## config.mk

```make
export PLATFORM = sky130hd
export DESIGN_NAME = stark_fence_sequencer
export DESIGN_NICKNAME = d
export VERILOG_FILES = /design/src/rtl/stark_fence_sequencer.sv
export SDC_FILE = /design/constraint.sdc
export NUM_CORES = 1
export LEC_CHECK = 0
export CORE_MARGIN = 2
export CORE_UTILIZATION = 50
export CTS_CLUSTER_DIAMETER = 200
export CTS_CLUSTER_SIZE = 10
export DETAILED_ROUTE_END_ITERATION = 8
export GPL_ROUTABILITY_DRIVEN = 0
export GPL_TIMING_DRIVEN = 1
export HOLD_SLACK_MARGIN = 0.06
export PLACE_DENSITY = 0.79
export SKIP_CTS_REPAIR_TIMING = 1
export SLEW_MARGIN = 20
export SYNTH_ARGS = -nofsm -noshare
export SYNTH_HDL_FRONTEND = slang
export SYNTH_SLANG_ARGS = --single-unit
```

## constraint.sdc

```tcl
create_clock -name clk -period 2.7 [get_ports clk]
set_clock_uncertainty 0.15 [all_clocks]
set_input_delay 0.54 -clock clk [delete_from_list [all_inputs] [get_ports clk]]
set_output_delay 0.54 -clock clk [all_outputs]
set_load 0.02 [all_outputs]
```

## src/rtl/stark_fence_sequencer.sv

```systemverilog
// FENCE sequencer: tracks outstanding loads/stores and stalls dispatch until a fence drains.
// Optional forced completion after TIMEOUT drain cycles when STARK_FENCE_TIMEOUT_EN is defined.
module stark_fence_sequencer #(
  parameter int CNTW    = 6,
  parameter int TIMEOUT = 1024
) (
  input  logic            clk,
  input  logic            rst_n,
  input  logic            fence_valid_i,
  input  logic [1:0]      fence_mask_i,
  output logic            fence_ready_o,
  input  logic            ld_issue_i,
  input  logic            ld_done_i,
  input  logic            st_issue_i,
  input  logic            st_done_i,
  output logic            dispatch_stall_o,
  output logic            fence_done_o,
  output logic [CNTW-1:0] ld_cnt_o,
  output logic [CNTW-1:0] st_cnt_o,
  output logic            cnt_err_o,
  output logic            timeout_o
);

  typedef enum logic [1:0] {IDLE, DRAIN, DONE} state_t;

  localparam logic [CNTW-1:0] CNT_MAX = '1;

  state_t          state_q, state_d;
  logic [1:0]      mask_q;
  logic [CNTW-1:0] ld_cnt_q, st_cnt_q;
  logic            err_q;
  logic            ld_inc, ld_dec, st_inc, st_dec;
  logic            ld_bad, st_bad;
  logic            drained, force_exit;

  // Simultaneous issue and done cancel out, so only the one-sided cases move a counter.
  assign ld_inc = ld_issue_i & ~ld_done_i;
  assign ld_dec = ld_done_i & ~ld_issue_i;
  assign st_inc = st_issue_i & ~st_done_i;
  assign st_dec = st_done_i & ~st_issue_i;
  assign ld_bad = (ld_inc & (ld_cnt_q == CNT_MAX)) | (ld_dec & (ld_cnt_q == '0));
  assign st_bad = (st_inc & (st_cnt_q == CNT_MAX)) | (st_dec & (st_cnt_q == '0));

  always_ff @(posedge clk or negedge rst_n) begin
    if (!rst_n) begin
      ld_cnt_q <= '0;
      st_cnt_q <= '0;
      err_q    <= 1'b0;
    end else begin
      if (ld_inc && ld_cnt_q != CNT_MAX) ld_cnt_q <= ld_cnt_q + 1'b1;
      else if (ld_dec && ld_cnt_q != '0) ld_cnt_q <= ld_cnt_q - 1'b1;
      if (st_inc && st_cnt_q != CNT_MAX) st_cnt_q <= st_cnt_q + 1'b1;
      else if (st_dec && st_cnt_q != '0) st_cnt_q <= st_cnt_q - 1'b1;
      if (ld_bad || st_bad) err_q <= 1'b1;
    end
  end

  // A masked class is clear only if its count is zero and nothing new of that class issues now.
  assign drained = (~mask_q[0] | ((ld_cnt_q == '0) & ~ld_issue_i)) &
                   (~mask_q[1] | ((st_cnt_q == '0) & ~st_issue_i));

`ifdef STARK_FENCE_TIMEOUT_EN
  localparam int DW = $clog2(TIMEOUT + 1);
  logic [DW-1:0] dcnt_q;
  logic          to_q;

  assign force_exit = (state_q == DRAIN) && (dcnt_q == DW'(TIMEOUT - 1));

  always_ff @(posedge clk or negedge rst_n) begin
    if (!rst_n) begin
      dcnt_q <= '0;
      to_q   <= 1'b0;
    end else begin
      if (state_q == DRAIN) dcnt_q <= dcnt_q + 1'b1;
      else                  dcnt_q <= '0;
      if (state_q == DRAIN && state_d == DONE) to_q <= ~drained;
      else if (state_q == DONE)                to_q <= 1'b0;
    end
  end

  assign timeout_o = (state_q == DONE) & to_q;
`else
  logic unused_timeout;
  assign unused_timeout = (TIMEOUT == 0);
  assign force_exit     = 1'b0;
  assign timeout_o      = 1'b0;
`endif

  always_ff @(posedge clk or negedge rst_n) begin
    if (!rst_n) begin
      state_q <= IDLE;
      mask_q  <= 2'b00;
    end else begin
      state_q <= state_d;
      if (state_q == IDLE && fence_valid_i) mask_q <= fence_mask_i;
    end
  end

  always_comb begin
    state_d = state_q;
    case (state_q)
      IDLE:    if (fence_valid_i) state_d = DRAIN;
      DRAIN:   if (drained || force_exit) state_d = DONE;
      DONE:    state_d = IDLE;
      default: state_d = IDLE;
    endcase
  end

  assign fence_ready_o    = (state_q == IDLE);
  assign dispatch_stall_o = (state_q != IDLE) | fence_valid_i;
  assign fence_done_o     = (state_q == DONE);
  assign ld_cnt_o         = ld_cnt_q;
  assign st_cnt_o         = st_cnt_q;
  assign cnt_err_o        = err_q;

endmodule
```

# After elaboration in Yosys (flattened, before gate mapping)
# Cells that the tools add are included.
# totals
regBits	17
input_bits	9
# classes
bitwise	22
eq_ne	8
add_sub_neg	4
reduce_logical	15
muxes	7
# op_table
operator	n
$mux 6	4
$add 6x1->6 const B	2
$eq 6x6->1 const B	2
$logic_not 6->1	2
$ne 6x6->1 const B	2
$reduce_bool 6->1	2
$sub 6x1->6 const B	2
$and 1x1->1	11
$not 1->1	6
$reduce_bool 2->1	3
$logic_and 1x1->1	5
$or 1x1->1	5
$mux 2	2
$ne 2x2->1 const B	2
$pmux 2 s2	1
$eq 2x1->1 const B	1
$eq 2x2->1 const B	1
$logic_not 2->1	1
$reduce_and 2->1	1
$logic_or 1x1->1	1

# Depth between registers and ports, before layout
# Gate-level depths: netlist of run 1.
# logic_depth
ltp_word	6
ltp_mapped	7

# Least setup slack after synthesis of run 1
# No wires, ideal clock.
# synth_timing
path_kind	register to register
startpoint	register st_cnt_q[0], in the netlist st_cnt_o[0]
endpoint	register st_cnt_q[4], in the netlist st_cnt_o[4]
arrival_ps	2002
path_stages_with_launch	8
period_less_slack_ps	2277
setup_time_ps	125
slack_ps	423
path_buffers	0
required_time_ps	2425
path_cell_list	dfrtp_1 > nand4_1 > o21bai_2 > ha_1 > a21o_1 > a21oi_1 > xnor2_1 > mux2_4
# synth_via
elab_chain_cells	3
elab_cells_between_ends	9
cone_classes	add/sub (2); eq/ne (1); mux (2); reduce/logical (4)
# synth_lines
element	line_no	rtl
from (decl)	30	logic [CNTW-1:0] ld_cnt_q, st_cnt_q;
from (signal assigned)	52	if (st_inc && st_cnt_q != CNT_MAX) st_cnt_q <= st_cnt_q + 1'b1;
from (signal assigned)	53	else if (st_dec && st_cnt_q != '0) st_cnt_q <= st_cnt_q - 1'b1;
$sub 6x1->6, or another cell as far along	53	
$mux 6, or another cell as far along	53	
$mux 6 or $reduce_bool 2->1 (tied branches)	n/a	
# Parallel ways exist; a longest one is shown, timed or not. The select of a mux whose other input is x is not followed.
# A chain may end at the register's enable or synchronous reset.

# Final worst setup path of run 1
# layout_timing
startpoint	input port fence_valid_i
endpoint	output port dispatch_stall_o
# layout_via
elab_chain_cells	1
# layout_lines
element	line_no	rtl
from (decl)	9	input logic fence_valid_i,
$or 1x1->1	110	assign dispatch_stall_o = (state_q != IDLE) | fence_valid_i;
to (decl)	16	output logic dispatch_stall_o,
# Every way passes these cells.

==> flow_summary.toml, run 1 <==
[logic_synthesis]
synth_area_leaders = "dfrtp_1, mux2_4, ha_1"
syn_inst = 110
synth_top_area_share_pct = 35.0
ys_types = 37
synth-seq-cells = 17
synth-async-reset-ratio_pct = 100
avgSynthCellArea_um2 = 11.0
synth_edf_count = 0
yosysWarnings = 0
synth_top_area_cell = "dfrtp_1"
synth_area_mm2 = 0.00121
yosysSeqAreaShare_pct = 35.0
synth_fp_nets = 129
synth_ff_type = "dfrtp_1"

[timing]
rsz0062_at_grt = "no"
fin_crit_sh_pct = 93.7
setup_viol = 0
slew_violations = 0
min_period_ns = 2.53
hold_viol_final = 0
slew_headroom_pct = 49.7
tightest_slew_ns = 0.752
fmax_ghz = 0.395

[detailed_routing]
route.vias.total = 947
drt_pass1_iterations = 4
viasPerCell = 5.41
wl_um = 2420
ant_nets = 0
drtIter0Drc = 10
wl_per_cell_um = 13.8
drc = 0

[die]
chipWidth_um = 53.3
dieArea_mm2 = 0.00284
core_region_area_mm2 = 0.00225
rows = 17
die_h_um = 53.3
initial_core_util_pct = 53.9
ios = 26

[worst_setup_path]
crit_path_start_kind = "input port"
arrival_ns = 1.84
crit_required_ns = 2.01
path_buf_inv = 2
worstSetupEndpointType = "primary output"
slowest_stage = "clkdlybuf4s50_1"
cp_cell_sequence = "clkdlybuf4s50_1 -> or3_1 -> clkdlybuf4s50_1"
cpLargestDelayFamily = "buffers and inverters"
crit_type = "in -> out"
cp_max_fo = 3
cp_slowest_stage_delay_ns = 0.54
cpMostUsedCell = "clkdlybuf4s50_1"

[power]
power.internal_w = 0.00115
switching_share_pct = 42.2
power.density_mw_per_mm2 = 1260
report.power.total_w = 0.00199
p_seq_share_pct = 29.6
p_comb_share_pct = 63.6
p_sw_w = 0.000840
power.leakage_nw = 0.694
pwr-share-clk_pct = 6.9
vdd_drop_max_mv = 0.803

[cells_and_area]
syn2layout_area_growth_pct = 30.5
fin_util_pct = 70.3
mostFrequentLayoutCells = "clkdlybuf4s50_1, dfrtp_1, buf_4, mux2_4, ha_1"
fillCellCount = 181
fin_area_mm2 = 0.00159
n_antenna_cell = 0
final_cells = 175
fin_nets = 167
drive_above_1_share_pct = 22.4
layout_commonest_cell = "clkdlybuf4s50_1"
final-seq-area_um2 = 425
multi_input_area_um2 = 774

[global_route]
grt_max_degree = 18
grt_pass1_wl_um = 4200
grt_overflow_total = 0
grt_usage_pct = 20.3
grt_pass1_vias = 957
grt_antenna_before_repair = 0

[min_path]
hold_class = "reg -> reg"

[placement]
port_buffers = 24
dp_hpwl_um = 1920
dpl_cell_area_mm2 = 0.00156
post-place-cells = 171

[run_status]
status = "finished clean"

[clock_tree]
clock_sinks = 17
clock_latency_ns = 0.29
cts_tree = "done"
clockRootBuffer = "clkbuf_4"
cts_buffers = 3
htree_num_levels = 1
cts_buffer_depth = 2
clk_pin_slew_ns = 0.11

[flow_run]
maxCapViolCount = 0
-- Yosys cell counts (3+ instances only) --
cell type	number
nand2_1	4
xnor2_1	6
xor2_1	3
ha_1	8
mux2_4	8
nand2b_1	4
nor2_1	7
a21o_1	4
dfrtp_1	17
nand4_1	3
a211oi_1	4
a21oi_1	6
-- stage by stage --
| step | setup TNS (ns) | hold WS, ns | worst slack (ns) |
|---|---|---|---|
| floorplan | 0 | 0.0944 | 0.423 |
| global placement | -0.0574 | 0.314 | -0.0574 |
| detailed placement | -0.165 | 0.318 | -0.0793 |
| CTS | 0 | 0.345 | 0.166 |
| global route | 0 | 0.373 | 0.119 |
| finish | 0 | 0.341 | 0.171 |
-- path summary, 6_finish.rpt --
check	to	start	cells past startpoint	slack [ns]
worst min register to register	cnt_err_o	cnt_err_o	1	0.34
worst max-delay path	dispatch_stall_o	fence_valid_i	3	0.17
max in group asynchronous	st_cnt_o[0]	rst_n	1	1.39
min in group asynchronous	state_q[0]	rst_n	1	0.53
worst max register to register	ld_cnt_o[3]	ld_cnt_o[0]	7	0.41
worst min-delay path	cnt_err_o	cnt_err_o	1	0.34
-- registers in the layout (all words and copies together), names as in the netlist --
signal / cells
state_q: 2
ld_cnt_o: 6
st_cnt_o: 6
mask_q: 2
cnt_err_o: 1
-- kinds of logic after synthesis --
group | share of synthesized area, %
compound gates | 17.4
mux | 12.6
other cells | 0.309
buf+inv | 1.24
flops | 35.0
simple gates | 15.4
xor+xnor | 6.49
fa+ha+maj | 11.5
-- power groups by stage --
stage                     combinational (W)  clock, W  sequential (W)
after floorplan                    0.000719         0        0.000674
after global placement              0.00123         0        0.000584
after detailed placement            0.00127         0        0.000592
after CTS                           0.00128  0.000142        0.000589
after global routing                0.00139  0.000152        0.000618
final                               0.00126  0.000137        0.000588
-- layer usage --
layer | up-vias | track usage [%] | routed length [um]
li1 | 481 | - | -
met1 | 444 | 26.7 | 1170
met2 | 20 | 33.5 | 1140
met3 | 2 | 2.82 | 78
met4 | 0 | 7.69 | 27
met5 | - | 0 | 0
-- cell type report --
class                      count  share of cell area (%)
multi-input combinational     90                    48.9
clock inverter                 1                   0.316
tap                           28                    2.21
sequential                    17                    26.8
inverter                       2                   0.474
timing repair buffer          34                    19.9
clock buffer                   3                    1.42
(Power assumes the default switching activity.)
==> run 2, diff against run 1 <==
Settings changed: CORE_UTILIZATION 50 to 54, PLACE_DENSITY 0.79 to 0.85, SLEW_MARGIN 20 to default.
Clock period 2.7 ns to 3.1 ns, I/O delays scaled along.
==> flow_summary.toml, run 2 (synthesized netlist as in run 1, its figures left out) <==
[run_status]
status = "finished clean"

[detailed_routing]
drc = 0
wl_um = 2440
drt_pass1_iterations = 4
route.vias.total = 940
viasPerCell = 5.66
drtIter0Drc = 10
wl_per_cell_um = 14.7
ant_nets = 0

[clock_tree]
clk_pin_slew_ns = 0.10
cts_buffers = 3
cts_buffer_depth = 2
cts_tree = "done"
clock_latency_ns = 0.29
clockRootBuffer = "clkbuf_4"
htree_num_levels = 1
clock_sinks = 17

[timing]
rsz0062_at_grt = "no"
min_period_ns = 2.70
hold_viol_final = 0
setup_viol = 0
slew_violations = 0
fin_crit_sh_pct = 87.2
fmax_ghz = 0.370
tns_ns = 0
slew_headroom_pct = 48.7
tightest_slew_ns = 0.767

[power]
vdd_drop_max_mv = 0.706
power.density_mw_per_mm2 = 1110
report.power.total_w = 0.00169
power.leakage_nw = 0.650

[cells_and_area]
fillCellCount = 178
fin_util_pct = 69.9
drive_above_1_share_pct = 16.7
fin_nets = 158
syn2layout_area_growth_pct = 24.8
layout_commonest_cell = "clkdlybuf4s50_1"
mostFrequentLayoutCells = "clkdlybuf4s50_1, dfrtp_1, mux2_4, ha_1, nor2_1"
n_antenna_cell = 0

[die]
ios = 26
die_h_um = 51.4
rows = 17
core_region_area_mm2 = 0.00217
chipWidth_um = 51.4
initial_core_util_pct = 56.0
dieArea_mm2 = 0.00265

[worst_setup_path]
slowest_stage = "clkdlybuf4s50_1"
worstSetupEndpointType = "primary output"
crit_type = "in -> out"
cpLargestDelayFamily = "buffers and inverters"
cp_max_fo = 3
cp_cell_sequence = "clkdlybuf4s50_1 -> or3_1 -> clkdlybuf4s50_1"
arrival_ns = 1.93
crit_path_start_kind = "input port"
crit_required_ns = 2.33
cp_slowest_stage_delay_ns = 0.55
cpMostUsedCell = "clkdlybuf4s50_1"
rrSetupSlack_ns = 0.71
path_buf_inv = 2

[global_route]
grt_max_degree = 18
grt_pass1_wl_um = 4370
grt_overflow_total = 0
grt_pass1_vias = 941
grt_usage_pct = 22.0
grt_antenna_before_repair = 0

[flow_run]
maxCapViolCount = 0

[placement]
dp_hpwl_um = 1880
port_buffers = 24

[min_path]
hold_class = "reg -> reg"
## run 2: cell count changes in the layout (fill, tap and decap cells not counted)
| cell | change |
|---|---|
| buf_4 | -9 |
| clkbuf_1 | +1 |
| clkinv_2 | -1 |
## run 2: final timing paths
check / start / cells past startpoint / to
worst max-delay path: fence_valid_i / 3 / dispatch_stall_o
worst min-delay path: cnt_err_o / 1 / cnt_err_o
worst max register to register: st_cnt_o[0] / 7 / st_cnt_o[5]
worst min register to register: cnt_err_o / 1 / cnt_err_o
max in group asynchronous: rst_n / 1 / ld_cnt_o[4]
min in group asynchronous: rst_n / 1 / ld_cnt_o[1]
## run 2: power breakdown
part	internal (W)	total, W	leakage, nW	switching (W)
combinational	0.000575	0.00105	0.436	0.000478
sequential	0.000338	0.000515	0.199	0.000177
clock	0.0000501	0.000122	0.0150	0.0000723
## run 2: through the flow
stage	instances	hold WS [ns]	area (um2)	setup slack, ns
floorplan	110	0.174	1210	0.765
global placement	162	0.313	1490	0.250
CTS	166	0.339	1520	0.375
global route	166	0.376	1520	0.332
finish	166	0.334	1520	0.396
detailed placement	162	0.313	1490	0.180
## run 2: worst reg2reg max path, stage by stage, from the launching register on
cell and delay [ns]:
dfrtp_1 0.53, nand4_1 0.18, o21bai_2 0.34, ha_1 0.33
a211oi_1 0.26, o21bai_1 0.12, a21oi_1 0.21, mux2i_1 0.21
## run 2: metal layers
metal | global-route usage [%] | part of all wire (%) | vias to the layer above
li1 | - | - | 459
met1 | 30.3 | 44 | 453
met2 | 33.8 | 50 | 24
met3 | 2.92 | 3.8 | 4
met4 | 11.4 | 1.8 | 0
met5 | 0 | 0 | -
## run 2: cell type report
class / instances / area (um2) / area share (%)
multi-input cells: 90 / 774 / 51.1
repair buffers: 25 / 248 / 16.3
clock buffers: 4 / 26.3 / 1.73
inverters: 2 / 7.51 / 0.495
well taps: 28 / 35.0 / 2.31
flip-flops and latches: 17 / 425 / 28.1
